## config.mk

```make
export PLATFORM = sky130hd
export DESIGN_NAME = rf_write_sched
export DESIGN_NICKNAME = d
export VERILOG_FILES = /design/src/rtl/rf_sched_pkg.sv /design/src/rtl/rf_sched_fifo.sv /design/src/rtl/rf_write_sched.sv
export SDC_FILE = /design/constraint.sdc
export NUM_CORES = 1
export LEC_CHECK = 0
export CORE_MARGIN = 5
export CORE_UTILIZATION = 40
export CTS_CLUSTER_SIZE = 10
export DETAILED_ROUTE_END_ITERATION = 8
export HOLD_SLACK_MARGIN = 0.08
export PLACE_DENSITY = 0.69
export SLEW_MARGIN = 20
export SYNTH_ARGS = -nofsm -noshare
export SYNTH_HDL_FRONTEND = slang
export SYNTH_SLANG_ARGS = --single-unit
```

## constraint.sdc

```tcl
create_clock -name CLOCK -period 1.6 [get_ports CLOCK]
set_input_delay 0.32 -clock CLOCK [delete_from_list [all_inputs] [get_ports CLOCK]]
set_output_delay 0.32 -clock CLOCK [all_outputs]
set_load 0.05 [all_outputs]
```

## src/rtl/rf_sched_pkg.sv

```systemverilog
// Shared widths, the FIFO entry layout and the one-hot decoder used by the
// register-file write-port scheduler.
package rf_sched_pkg;

    localparam int DATA_W_DEF = 32;
    localparam int ADDR_W_DEF = 5;

    typedef struct packed {
        logic                  live;
        logic [ADDR_W_DEF-1:0] addr;
        logic [DATA_W_DEF-1:0] data;
    } rf_entry_t;

    function automatic logic [31:0] onehot32(input logic [4:0] addr);
        onehot32 = 32'd1 << addr;
    endfunction

endpackage

```

## src/rtl/rf_sched_fifo.sv

```systemverilog
// Small in-order queue of long-latency results. Entries carry a live bit that
// writeback can clear by address match, so stale results drain without writing.
module rf_sched_fifo
    import rf_sched_pkg::*;
#(
    parameter int DATA_W = DATA_W_DEF,
    parameter int ADDR_W = ADDR_W_DEF,
    parameter int DEPTH  = 2
) (
    input  logic                           clk,
    input  logic                           rst_n,
    input  logic                           push,
    input  logic                           push_live,
    input  logic [ADDR_W-1:0]              push_addr,
    input  logic [DATA_W-1:0]              push_data,
    input  logic                           pop,
    input  logic                           kill_valid,
    input  logic [ADDR_W-1:0]              kill_addr,
    output logic                           head_live,
    output logic [ADDR_W-1:0]              head_addr,
    output logic [DATA_W-1:0]              head_data,
    output logic                           full,
    output logic                           empty,
    output logic [DEPTH-1:0]               live_vec,
    output logic [DEPTH-1:0][ADDR_W-1:0]   addr_vec
);

    localparam int PTR_W = $clog2(DEPTH);
    localparam int CNT_W = PTR_W + 1;

    logic [DEPTH-1:0]             live_q, live_d;
    logic [DEPTH-1:0][ADDR_W-1:0] addr_q, addr_d;
    logic [DEPTH-1:0][DATA_W-1:0] data_q, data_d;
    logic [PTR_W-1:0]             wr_ptr_q, wr_ptr_d;
    logic [PTR_W-1:0]             rd_ptr_q, rd_ptr_d;
    logic [CNT_W-1:0]             count_q, count_d;

    // Live bits are cleared on pop, so only occupied slots can ever be live.
    always_comb begin
        live_d   = live_q;
        addr_d   = addr_q;
        data_d   = data_q;
        wr_ptr_d = wr_ptr_q;
        rd_ptr_d = rd_ptr_q;
        for (int i = 0; i < DEPTH; i++) begin
            if (kill_valid && addr_q[i] == kill_addr) begin
                live_d[i] = 1'b0;
            end
        end
        if (pop) begin
            live_d[rd_ptr_q] = 1'b0;
            rd_ptr_d         = rd_ptr_q + PTR_W'(1);
        end
        if (push) begin
            live_d[wr_ptr_q] = push_live;
            addr_d[wr_ptr_q] = push_addr;
            data_d[wr_ptr_q] = push_data;
            wr_ptr_d         = wr_ptr_q + PTR_W'(1);
        end
        count_d = count_q + CNT_W'(push) - CNT_W'(pop);
    end

    always_ff @(posedge clk or negedge rst_n) begin
        if (!rst_n) begin
            live_q   <= '0;
            addr_q   <= '0;
            data_q   <= '0;
            wr_ptr_q <= '0;
            rd_ptr_q <= '0;
            count_q  <= '0;
        end else begin
            live_q   <= live_d;
            addr_q   <= addr_d;
            data_q   <= data_d;
            wr_ptr_q <= wr_ptr_d;
            rd_ptr_q <= rd_ptr_d;
            count_q  <= count_d;
        end
    end

    assign head_live = live_q[rd_ptr_q];
    assign head_addr = addr_q[rd_ptr_q];
    assign head_data = data_q[rd_ptr_q];
    assign full      = (count_q == CNT_W'(DEPTH));
    assign empty     = (count_q == '0);
    assign live_vec  = live_q;
    assign addr_vec  = addr_q;

endmodule

```

## src/rtl/rf_write_sched.sv

```systemverilog
// Shares the register file's single write port between writeback (always wins)
// and queued long-latency results, and reports which registers are pending.
module rf_write_sched
    import rf_sched_pkg::*;
#(
    parameter int DATA_W = DATA_W_DEF,
    parameter int ADDR_W = ADDR_W_DEF,
    parameter int DEPTH  = 2
) (
    input  logic              CLOCK,
    input  logic              RESETN,
    input  logic              WB_VALID,
    input  logic [ADDR_W-1:0] WB_ADDR,
    input  logic [DATA_W-1:0] WB_DATA,
    input  logic              LU_VALID,
    output logic              LU_READY,
    input  logic [ADDR_W-1:0] LU_ADDR,
    input  logic [DATA_W-1:0] LU_DATA,
    output logic              RF_WE,
    output logic [ADDR_W-1:0] RF_A3,
    output logic [DATA_W-1:0] RF_WD3,
    output logic [31:0]       PEND_MASK,
    output logic [15:0]       DEFER_CNT
);

    logic                         wb_win;
    logic                         fifo_pop, fifo_push, push_live;
    logic                         head_live, fifo_full, fifo_empty;
    logic [ADDR_W-1:0]            head_addr;
    logic [DATA_W-1:0]            head_data;
    logic [DEPTH-1:0]             live_vec;
    logic [DEPTH-1:0][ADDR_W-1:0] addr_vec;

    logic              rf_we_q, rf_we_d;
    logic [ADDR_W-1:0] rf_a3_q, rf_a3_d;
    logic [DATA_W-1:0] rf_wd3_q, rf_wd3_d;
    logic [15:0]       defer_q, defer_d;

    // A write to r0 is treated as no write at all, freeing the port for the FIFO.
    assign wb_win    = WB_VALID && (WB_ADDR != '0);
    assign LU_READY  = RESETN && !fifo_full;
    assign fifo_push = LU_VALID && LU_READY && (LU_ADDR != '0);
    assign push_live = !(wb_win && (WB_ADDR == LU_ADDR));
    assign fifo_pop  = !wb_win && !fifo_empty;

    rf_sched_fifo #(
        .DATA_W (DATA_W),
        .ADDR_W (ADDR_W),
        .DEPTH  (DEPTH)
    ) u_fifo (
        .clk        (CLOCK),
        .rst_n      (RESETN),
        .push       (fifo_push),
        .push_live  (push_live),
        .push_addr  (LU_ADDR),
        .push_data  (LU_DATA),
        .pop        (fifo_pop),
        .kill_valid (wb_win),
        .kill_addr  (WB_ADDR),
        .head_live  (head_live),
        .head_addr  (head_addr),
        .head_data  (head_data),
        .full       (fifo_full),
        .empty      (fifo_empty),
        .live_vec   (live_vec),
        .addr_vec   (addr_vec)
    );

    always_comb begin
        rf_we_d  = 1'b0;
        rf_a3_d  = rf_a3_q;
        rf_wd3_d = rf_wd3_q;
        defer_d  = defer_q;
        if (wb_win) begin
            rf_we_d  = 1'b1;
            rf_a3_d  = WB_ADDR;
            rf_wd3_d = WB_DATA;
            if (head_live && defer_q != 16'hFFFF) begin
                defer_d = defer_q + 16'd1;
            end
        end else if (fifo_pop && head_live) begin
            rf_we_d  = 1'b1;
            rf_a3_d  = head_addr;
            rf_wd3_d = head_data;
        end
    end

    always_ff @(posedge CLOCK or negedge RESETN) begin
        if (!RESETN) begin
            rf_we_q  <= 1'b0;
            rf_a3_q  <= '0;
            rf_wd3_q <= '0;
            defer_q  <= '0;
        end else begin
            rf_we_q  <= rf_we_d;
            rf_a3_q  <= rf_a3_d;
            rf_wd3_q <= rf_wd3_d;
            defer_q  <= defer_d;
        end
    end

    always_comb begin
        PEND_MASK = '0;
        for (int i = 0; i < DEPTH; i++) begin
            if (live_vec[i]) begin
                PEND_MASK = PEND_MASK | onehot32(5'(addr_vec[i]));
            end
        end
        if (rf_we_q) begin
            PEND_MASK = PEND_MASK | onehot32(5'(rf_a3_q));
        end
        PEND_MASK[0] = 1'b0;
    end

    assign RF_WE     = rf_we_q;
    assign RF_A3     = rf_a3_q;
    assign RF_WD3    = rf_wd3_q;
    assign DEFER_CNT = defer_q;

endmodule

```

# After elaboration in Yosys (flattened, before gate mapping)
# Cells that the tools add are included.
dict set report totals {
  word_cells 84
  output_inout_bits 87
  in_bits 78
  ff_bits 134
}
dict set report op_classes {
  n_eq_ne 5
  n_mux 30
  n_bitwise 4
  n_shift 3
  reduce_logical 21
  add_sub_neg 5
  n_lt_le_gt_ge 4
}
# op count
set op_table {}
lappend op_table {{$mux W32} 8}
lappend op_table {{$shl A1 B5 Y32 const A} 3}
lappend op_table {{$bwmux W64} 1}
lappend op_table {{$or A32 B32 Y32} 2}
lappend op_table {{$demux W32 S1} 1}
lappend op_table {{$mux W5} 5}
lappend op_table {{$add A16 B1 Y16 const B} 1}
lappend op_table {{$ne A16 B16 Y1 const B} 1}
lappend op_table {{$eq A5 B5 Y1} 3}
lappend op_table {{$logic_and A1 B1 Y1} 12}
lappend op_table {{$bwmux W10} 1}
lappend op_table {{$reduce_bool A5 Y1} 2}
lappend op_table {{$mux W1} 8}
lappend op_table {{$demux W5 S1} 1}
lappend op_table {{$logic_not A1 Y1} 4}
lappend op_table {{$lt A1 B2 Y1 const B} 2}
lappend op_table {{$mux W2} 2}
lappend op_table {{$add A1 B1 Y1 const B} 2}
lappend op_table {{$add A2 B1 Y2} 1}
lappend op_table {{$and A2 B2 Y2} 1}
lappend op_table {{$bwmux W2} 1}
lappend op_table {{$demux W1 S1} 2}
lappend op_table {{$eq A2 B2 Y1 const B} 1}
lappend op_table {{$ge A1 B1 Y1 const B} 2}
lappend op_table {{5 further kinds} 5}

# Depth between registers and ports, before layout
# Gate-level depths: netlist of run 1.
dict set report depth {
  depth_word 9
  depth_mapped 9
  depth_no_buf 8
}

# By module
# From an unflattened synthesis of run 1, not the netlist that was laid out.
dict set report hier_totals {
  cells_unflattened 635
  hier_area_um2 7186.9
}
# mod cells_each instances seq_area_each_um2 area_per_inst_um2
set by_module_without_submodules {}
lappend by_module_without_submodules {rf_sched_fifo 237 1 2001.9 3649.8}
lappend by_module_without_submodules {rf_write_sched 398 1 1351.3 3537.1}

# Least setup slack after synthesis of run 1
# No wires, ideal clock.
dict set report synth_timing {
  path_kind {reg-to-output}
  start {register rf_a3_q[0], in the netlist RF_A3[0]}
  end {output PEND_MASK[13]}
  path_slack_ns -1.298
  n_path_buf 1
  t_required_ns 1.280
  arrival_ns 2.578
  path_stages_with_launch 4
  path_cell_list {dfrtp_1 clkbuf_1 nand2_1 o41ai_1}
}
dict set report synth_via {
  elab_chain_len 3
}
# element line_no
set synth_lines {}
lappend synth_lines {{from (decl)} rf_write_sched.sv:35} ;# logic [ADDR_W-1:0] rf_a3_q, rf_a3_d;
lappend synth_lines {{from (signal assigned)} rf_write_sched.sv:96} ;# rf_a3_q <= rf_a3_d;
lappend synth_lines {{$shl A1 B5 Y32} rf_sched_pkg.sv:15} ;# onehot32 = 32'd1 << addr;
lappend synth_lines {{$or A32 B32 Y32} rf_write_sched.sv:110} ;# PEND_MASK = PEND_MASK | onehot32(5'(rf_a3_q));
lappend synth_lines {{$mux W32} rf_write_sched.sv:109} ;# if (rf_we_q) begin
lappend synth_lines {{to (decl)} rf_write_sched.sv:22} ;# output logic [31:0] PEND_MASK,
# No other way between the ends.

# Worst setup path after layout of run 1
dict set report layout_timing {
  start {register u_fifo.addr_q (netlist bit u_fifo.addr_vec[2])}
  end {output PEND_MASK[1]}
}
dict set report layout_via {
  elab_chain_len 6
}
# element line_no
set layout_lines {}
lappend layout_lines {{from (decl)} rf_sched_fifo.sv:32} ;# logic [DEPTH-1:0][ADDR_W-1:0] addr_q, addr_d;
lappend layout_lines {{from (signal assigned)} rf_sched_fifo.sv:73} ;# addr_q <= addr_d;
lappend layout_lines {{$shl A1 B5 Y32 (*)} rf_sched_pkg.sv:15}
lappend layout_lines {{$mux W32 (*)} rf_write_sched.sv:105} ;# if (live_vec[i]) begin
lappend layout_lines {{$or A32 B32 Y32} rf_write_sched.sv:106} ;# PEND_MASK = PEND_MASK | onehot32(5'(addr_vec[i]));
lappend layout_lines {{$mux W32 (*)} rf_write_sched.sv:105}
lappend layout_lines {{$or A32 B32 Y32} rf_write_sched.sv:110}
lappend layout_lines {{$mux W32 (*)} rf_write_sched.sv:109}
# Every way passes the cells marked *; elsewhere a longest branch is shown, timed or not.

==> key figures, run 1 <==
Detailed routing
  • Vias: between 6,000 and 7,000
  • First drt pass iteration count: 5
  • Drt wl/cell: 21.02 um
  • Final WL: between 20 and 30 mm
  • Post-route ant nets: 0
  • Vias per cell: around 5.4
  • Detailed Route Iter0 Violations: between 300 and 400
  • Drt drc: 0

Power and ir drop
  • Int Power: between 0.015 and 0.02 W
  • P per Cell Area: 2065 nW/um^2
  • Reg power frac: 23.8%
  • Clk pwr share: 13.9%
  • Net load switching power: 0.01114 W
  • LEAKAGE: between 5 and 6 nW
  • Total power: 0.02687 W
  • Sw Share: roughly two fifths
  • Max VDD drop: 1247 uV
  • Logic pwr share: 62.3%

Die
  • Die Span Y: 141.1 um
  • Core area: ~17,000 um^2
  • Die ar.: 19,920 um^2
  • Starting Density: roughly two fifths
  • Die Wd: ~140 um
  • Site Rows: 48
  • Top Ports: 165

STA
  • Hold slack: ~0.077 ns
  • Final period utilization: 131.8%
  • # setup viols final: between 150 and 200
  • Slew headroom: 48.31%
  • Setup ws final: -0.5088 ns
  • Clk_skew: ~0.0083 ns
  • Maximum clock frequency: 0.4742 GHz
  • Worst-margin pin slew: 0.7754 ns
  • Unrepaired setup endpoints after global routing: yes
  • Min Tclk post-route: around 2.1 ns
  • Fin. max-slew vios: 0
  • Hold Vio Cnt, Final: 0

CTS
  • CTS Hold Buffers Added: 0
  • CTS Buffer Depth: 2
  • H-tree levels: 4
  • Worst-path clk slew: around 0.06 ns
  • Root buffer cell: clkbuf_16
  • Num CTS Buffers: 17
  • Clk sinks: around 130
  • Worst-Skew Late Latency: between 0.4 and 0.5 ns
  • TritonCTS clock tree: yes

Yosys
  • Async S/R FF share, synth: 100.0%
  • YS warnings: 0
  • Sequential fraction of the synthesis area: between 40% and 50%
  • Number of synthesized flops with an enable pin: 0
  • Top FF cell, synth: dfrtp_1
  • Synth Register Bits: approximately 130
  • Mapped cell area: between 6000 and 7000 um^2
  • Mapped Nets: 758
  • Avg Synthesized Cell Area: between 10 and 15 um^2
  • Mapped Cells: between 600 and 700
  • Synth cell types: 42

Placement
  • HPWL Detailed: ~15 mm
  • I/O Buffers: between 150 and 200
  • Gpl congestion: ~0.9
  • Setup WS pre-CTS: -0.8838 ns
  • Placed inst area: between 10,000 and 15,000 um^2

Setup path
  • Setup slack, reg-to-reg: -0.47 ns
  • Data required, critical path: between 1 and 1.5 ns
  • CP top delay family: flip-flops
  • Max stage delay cell, worst path: dfrtp_2
  • Worst path max stage delay: between 0.4 and 0.5 ns
  • Worst-path cell chain: buf_4, nor3b_2, a22oi_1, nand2_2, buf_12
  • RR Startpoint: u_fifo.live_vec[1]
  • Critical path capture point type: output pin
  • Crit-path max FO: 6
  • Worst EP arrival: 1.79 ns
  • Critical path type: flop to output pin
  • Critical Path Source Type: flop
  • Bufs and invs on worst path: 2
  • Setup crit start: u_fifo.addr_vec[2]

Global route
  • Vias in the first global route: 6,858
  • GRT Residual Overflow: 0
  • GRT Util Overall: 23.25%
  • Largest net degree at the start of global routing: between 80 and 90
  • Initial antenna violation count: 0
  • First-pass GRT wire length: ~37 mm

Run status
  • Status: finished, violations left
  • Failing checks: negative setup slack

Finish
  • Commonest non-fill, non-tap cell in the layout: buf_4
  • Layout cells sized above 1: approximately three fifths
  • Most frequent cells in the layout: buf_4, dfrtp_1, nand2_1, buf_12, mux2_4
  • Antenna cells: 0
  • Synth-to-Final Area Change: 89.16%
  • Design Area, Final: approximately 13,000 um^2
  • Number of fill cells: 993
  • Layout Nets: between 1,000 and 1,500

Flow run
  • Max Cap Viol: 0

Worst hold path
  • Hold WC Path Type: input port to asynchronous set/reset pin
-- stage by stage --
stage / setup TNS [ns] / instances / utilization, %
finish: -38.82 / 1221 / 76.29
global route: -46.10 / 1221 / 76.29
CTS: -22.53 / 1186 / 70.89
detailed placement: -80.38 / 1114 / 62.07
global placement: -72.84 / 1114 / 62.07
floorplan: -19.84 / 677 / -
-- worst paths after layout --
path                                      to  cells past startpoint
setup / recovery                PEND_MASK[1]                      5
hold / removal                      RF_A3[4]                      2
setup reg to reg               DEFER_CNT[12]                      9
hold reg to reg            u_fifo.data_q[14]                      1
max in group asynchronous           RF_A3[1]                      3
min in group CLOCK                  RF_A3[3]                      4
-- logic make-up (layout without fill, tap and decap cells) --
logic type      Yosys count  count (layout)  synth area share, %
simple gates            218             218                14.48
flops                   134             134                48.75
compound gates          116             116                10.06
mux                     113             113                17.81
buf+inv                  58             377                3.983
xor+xnor                 34              34                4.329
fa+ha+maj                 3               3               0.5457
other cells               1               1              0.05451
-- power groups by stage --
stage               sequential [W]  combinational, W  clock, W
CTS                        0.00622            0.0138   0.00377
global route               0.00656            0.0175   0.00394
floorplan                  0.00744           0.00631         0
detailed placement         0.00618            0.0121         0
global placement           0.00607            0.0119         0
finish                     0.00639            0.0167   0.00373
-- sequential cells by signal (all words and copies together) (netlist names) --
| register | flops |
|---|---|
| u_fifo.rd_ptr_q | 1 |
| u_fifo.wr_ptr_q | 1 |
| u_fifo.count_q | 2 |
| u_fifo.live_vec | 2 |
| u_fifo.data_q | 64 |
| RF_WE | 1 |
| u_fifo.addr_vec | 10 |
| DEFER_CNT | 16 |
| RF_WD3 | 32 |
| RF_A3 | 5 |
-- synthesized netlist by cell type (2+ instances only) --
cell type / instances / area share [%]
inv_1: 10 / 0.55
nand4_1: 6 / 0.55
mux2_1: 2 / 0.33
buf_4: 2 / 0.22
nand2_1: 138 / 7.5
o21ai_1: 34 / 2.5
nand3_1: 10 / 0.73
mux2_2: 73 / 12
xor2_1: 18 / 2.3
nor3b_1: 11 / 1.2
nor2b_1: 3 / 0.27
xnor2_1: 16 / 2.0
buf_2: 15 / 1.1
and3_1: 10 / 0.91
ha_1: 3 / 0.55
nor3_1: 11 / 0.80
nor2_1: 17 / 0.93
dfrtp_1: 134 / 49
a222oi_1: 2 / 0.29
and3b_1: 5 / 0.64
clkbuf_1: 26 / 1.4
a22oi_1: 29 / 3.2
mux2i_1: 38 / 5.5
o21ai_0: 43 / 3.1
buf_6: 4 / 0.65
-- layer usage --
| metal | global-route usage (%) | wire length [um] | vias up | share of wire [%] |
|---|---|---|---|---|
| met5 | 0 | 0 | - | 0 |
| met4 | 7.853 | 656 | 0 | 2.6 |
| met3 | 4.579 | 1217 | 56 | 4.7 |
| met2 | 40.66 | 13480 | 227 | 53 |
| met1 | 28.71 | 10300 | 3308 | 40 |
| li1 | - | - | 2990 | - |
-- repair_timing --
action                                  4_1_cts  5_1_grt
pin swaps                                    49       56
cloned                                        4       16
setup buffers                                37       25
endpoints found under the setup margin      127      164
resized for setup                           176      126
-- area by class of cell --
type | instances | area [um^2] | share of cell area (%)
Multi-Input combinational cell | 485 | 4614 | 35.46
Timing Repair Buffer | 335 | 4114 | 31.62
Sequential cell | 134 | 3398 | 26.12
Clock buffer | 25 | 495.5 | 3.808
Tap cell | 225 | 281.5 | 2.163
Clock inverter | 7 | 68.82 | 0.5288
Inverter | 10 | 40.04 | 0.3077
Power figures use the tool's default switching activity.
==> run 2: changes to the inputs <==
--- a/config.mk
+++ b/config.mk
@@ -5,6 +5,7 @@
 export SDC_FILE = /design/constraint.sdc
 export NUM_CORES = 1
 export LEC_CHECK = 0
+export ABC_CLOCK_PERIOD_IN_PS = 1600
 export CORE_MARGIN = 5
 export CORE_UTILIZATION = 40
 export CTS_CLUSTER_SIZE = 10
==> results of run 2 <==
No change in the layout: final DEF, timing and power equal those of run 1.
==> run 3: changes to the inputs <==
--- a/config.mk
+++ b/config.mk
@@ -6,13 +6,13 @@
 export NUM_CORES = 1
 export LEC_CHECK = 0
 export ABC_CLOCK_PERIOD_IN_PS = 1600
+export CAP_MARGIN = 40
 export CORE_MARGIN = 5
 export CORE_UTILIZATION = 40
 export CTS_CLUSTER_SIZE = 10
 export DETAILED_ROUTE_END_ITERATION = 8
 export HOLD_SLACK_MARGIN = 0.08
 export PLACE_DENSITY = 0.69
-export SLEW_MARGIN = 20
 export SYNTH_ARGS = -nofsm -noshare
 export SYNTH_HDL_FRONTEND = slang
 export SYNTH_SLANG_ARGS = --single-unit
==> key figures, run 3 (same netlist as run 1, synthesis figures left out) <==
Run status
  • Status: finished, violations left (unchanged)
  • Failing checks: negative setup slack (unchanged)

Setup path
  • Worst EP arrival: 1.76 ns (was 1.79 ns)
  • Reg2Reg Depth: 7 (was 9)
  • Setup slack, reg-to-reg: -0.33 ns (was -0.47 ns)
  • Critical path type: flop to output pin (unchanged)
  • Critical Path Source Type: flop (unchanged)
  • CP endpoint: PEND_MASK[16] (was PEND_MASK[1])
  • FF-to-FF End: DEFER_CNT[12] (unchanged)
  • RR Startpoint: u_fifo.live_vec[0] (was u_fifo.live_vec[1])
  • Data required, critical path: 1.28 ns (about the same)
  • Crit-path max FO: 5 (was 6)
  • Setup crit start: RF_A3[4] (was u_fifo.addr_vec[2])
  • Critical path capture point type: output pin (unchanged)

Die
  • Die ar.: 19,920 um^2 (unchanged)
  • Core area: 17,060 um^2 (unchanged)
  • Die Wd: 141.1 um (unchanged)
  • Top Ports: 165 (unchanged)
  • Starting Density: 40.33% (unchanged)
  • Die Span Y: 141.1 um (unchanged)
  • Site Rows: 48 (unchanged)

Global route
  • GRT Util Overall: 23.76% (was 23.25%)
  • GRT Residual Overflow: 0 (unchanged)
  • Largest net degree at the start of global routing: 70 (was 82)
  • First-pass GRT wire length: 37.48 mm (was 37.03 mm)
  • Vias in the first global route: 6,834 (was 6,858)
  • Initial antenna violation count: 0 (unchanged)

STA
  • Hold Vio Cnt, Final: 0 (unchanged)
  • Unrepaired setup endpoints after global routing: yes (unchanged)
  • Slew headroom: 63.72% (was 48.31%)
  • Worst-margin pin slew: 0.5442 ns (was 0.7754 ns)
  • Setup ws final: -0.4821 ns (was -0.5088 ns)
  • Maximum clock frequency: 0.4803 GHz (was 0.4742 GHz)
  • Final period utilization: 130.1% (was 131.8%)
  • Min Tclk post-route: 2.082 ns (was 2.109 ns)
  • Fin. max-slew vios: 0 (unchanged)
  • # setup viols final: 160 (was 159)
  • Clk_skew: 0.01279 ns (was 0.008256 ns)

Finish
  • Final Non-Filler Cells: 1,218 (was 1,221)
  • Number of flip-flops in the largest register: 64 (unchanged)
  • Antenna cells: 0 (unchanged)
  • Layout Nets: 1,063 (was 1,064)
  • Most frequent cells in the layout: buf_4, dfrtp_1, mux2_4, nand2_1, buf_12 (was buf_4, dfrtp_1, nand2_1, buf_12, mux2_4)
  • Layout cells sized above 1: 59.92% (was 60.24%)
  • Final core utilization: 76.58% (was 76.29%)
  • Commonest non-fill, non-tap cell in the layout: buf_4 (unchanged)
  • Synth-to-Final Area Change: 89.87% (was 89.16%)
  • Number of fill cells: 1,004 (was 993)
  • Biggest register: u_fifo.data_q (unchanged)

Detailed routing
  • Post-route ant nets: 0 (unchanged)
  • Final WL: 26.88 mm (was 25.66 mm)
  • First drt pass iteration count: 5 (unchanged)
  • Vias per cell: 5.497 (was 5.390)
  • Detailed Route Iter0 Violations: 422 (was 370)
  • Drt wl/cell: 22.07 um (was 21.02 um)
  • Drt drc: 0 (unchanged)
  • Vias: 6,695 (was 6,581)

Power and ir drop
  • Sw Share: 42.22% (was 41.45%)
  • LEAKAGE: 5.827 nW (was 5.821 nW)
  • P per Cell Area: 2071 nW/um^2 (was 2065 nW/um^2)
  • Clk pwr share: 13.0% (was 13.9%)
  • Reg power frac: 23.7% (was 23.8%)
  • Int Power: 0.01563 W (was 0.01573 W)
  • Net load switching power: 0.01142 W (was 0.01114 W)
  • Max VDD drop: 1227 uV (was 1247 uV)
  • Logic pwr share: 63.4% (was 62.3%)

Worst hold path
  • Hold WC Path Type: input port to flop (was input port to asynchronous set/reset pin)

Placement
  • I/O Buffers: 163 (unchanged)
  • Cells after DPL: 1,115 (was 1,114)
  • Gpl congestion: 0.9147 (unchanged)
  • HPWL Detailed: 14.99 mm (was 14.92 mm)

CTS
  • TritonCTS clock tree: yes (unchanged)
  • Worst-Skew Late Latency: 0.42 ns (about the same)
  • Clk sinks: 134 (unchanged)
  • Worst-path clk slew: 0.06 ns (about the same)
  • Root buffer cell: clkbuf_16 (unchanged)
  • H-tree levels: 4 (unchanged)
  • CTS Buffer Depth: 2 (unchanged)
  • Num CTS Buffers: 17 (unchanged)

Flow run
  • Max Cap Viol: 0 (unchanged)
run 3: cell types whose count changed in the layout (fill, tap and decap cells not counted), moves of 4 or more:
| cell | delta |
|---|---|
| buf_4 | -4 |
| buf_6 | +5 |
| buf_8 | -4 |
| nand2_4 | +5 |
| o21ai_1 | +8 |
| o21ai_2 | -10 |
run 3: worst min-delay path by stage:
stage                       from            endpoint  slack, ns  depth (start not counted)
2_1_floorplan             RESETN        DEFER_CNT[0]       0.02                          0
3_3_place_gp   u_fifo.data_q[14]   u_fifo.data_q[14]       0.49                          1
3_5_place_dp              RESETN  u_fifo.addr_vec[0]       0.31                          2
4_1_cts               WB_ADDR[1]            RF_A3[1]       0.29                          4
5_1_grt               WB_ADDR[2]            RF_A3[2]       0.28                          4
6_report              WB_ADDR[2]            RF_A3[2]       0.29                          4
run 3: power groups by stage:
stage          clock network (W)  logic (W)  registers, W
2_1_floorplan                  0    0.00631       0.00744
4_1_cts                  0.00353     0.0138       0.00619
6_report                 0.00351     0.0171       0.00640
5_1_grt                  0.00371     0.0179       0.00655
3_5_place_dp                   0     0.0122       0.00619
3_3_place_gp                   0     0.0119       0.00607
run 3: cell type report:
type / count / area [um^2] / share of cell area (%)
Multi-Input combinational cell: 485 / 4661 / 35.68
Timing Repair Buffer: 334 / 4155 / 31.81
Sequential cell: 134 / 3400 / 26.03
Clock buffer: 22 / 474.2 / 3.631
Tap cell: 225 / 281.5 / 2.155
Clock inverter: 8 / 52.55 / 0.4023
Inverter: 10 / 37.54 / 0.2874
run 3: stage by stage:
stage          power [W]  hold slack [ns]  TNS [ns]  cell area [um^2]  setup WS, ns
5_1_grt          0.02813           0.2844    -36.50             13060       -0.5578
3_5_place_dp     0.01835           0.3119    -75.47             10620       -0.8698
2_1_floorplan    0.01375          0.02441    -19.84              7741       -0.4355
4_1_cts          0.02356           0.2898    -17.78             12130       -0.4717
6_report         0.02705           0.2888    -28.79             13060       -0.4821
3_3_place_gp     0.01799           0.4927    -72.84             10590       -0.8380
run 3: worst max-delay path, cell delays in order, from the launching register on:
cell and delay [ns]:
dfrtp_4 0.51, and3b_2 0.27, buf_6 0.15, a22oi_2 0.19
nand2_4 0.07, buf_12 0.14
run 3: layer usage:
| layer | up-vias | wire, um | track usage (%) | share of wire (%) |
|---|---|---|---|---|
| met5 | - | 0 | 0 | 0 |
| met1 | 3352 | 10640 | 29.85 | 40 |
| met3 | 68 | 1514 | 5.088 | 5.6 |
| met2 | 295 | 13830 | 40.53 | 51 |
| li1 | 2980 | - | - | - |
| met4 | 0 | 903 | 8.261 | 3.4 |
run 3: what timing repair did:
action	4_1_cts	5_1_grt
endpoints found under the hold margin	11	0
endpoints found under the setup margin	135	158
gates resized for setup	139	175
buffers inserted	42	14
gates cloned	6	18
hold buffers	1	0
pin swaps	45	74
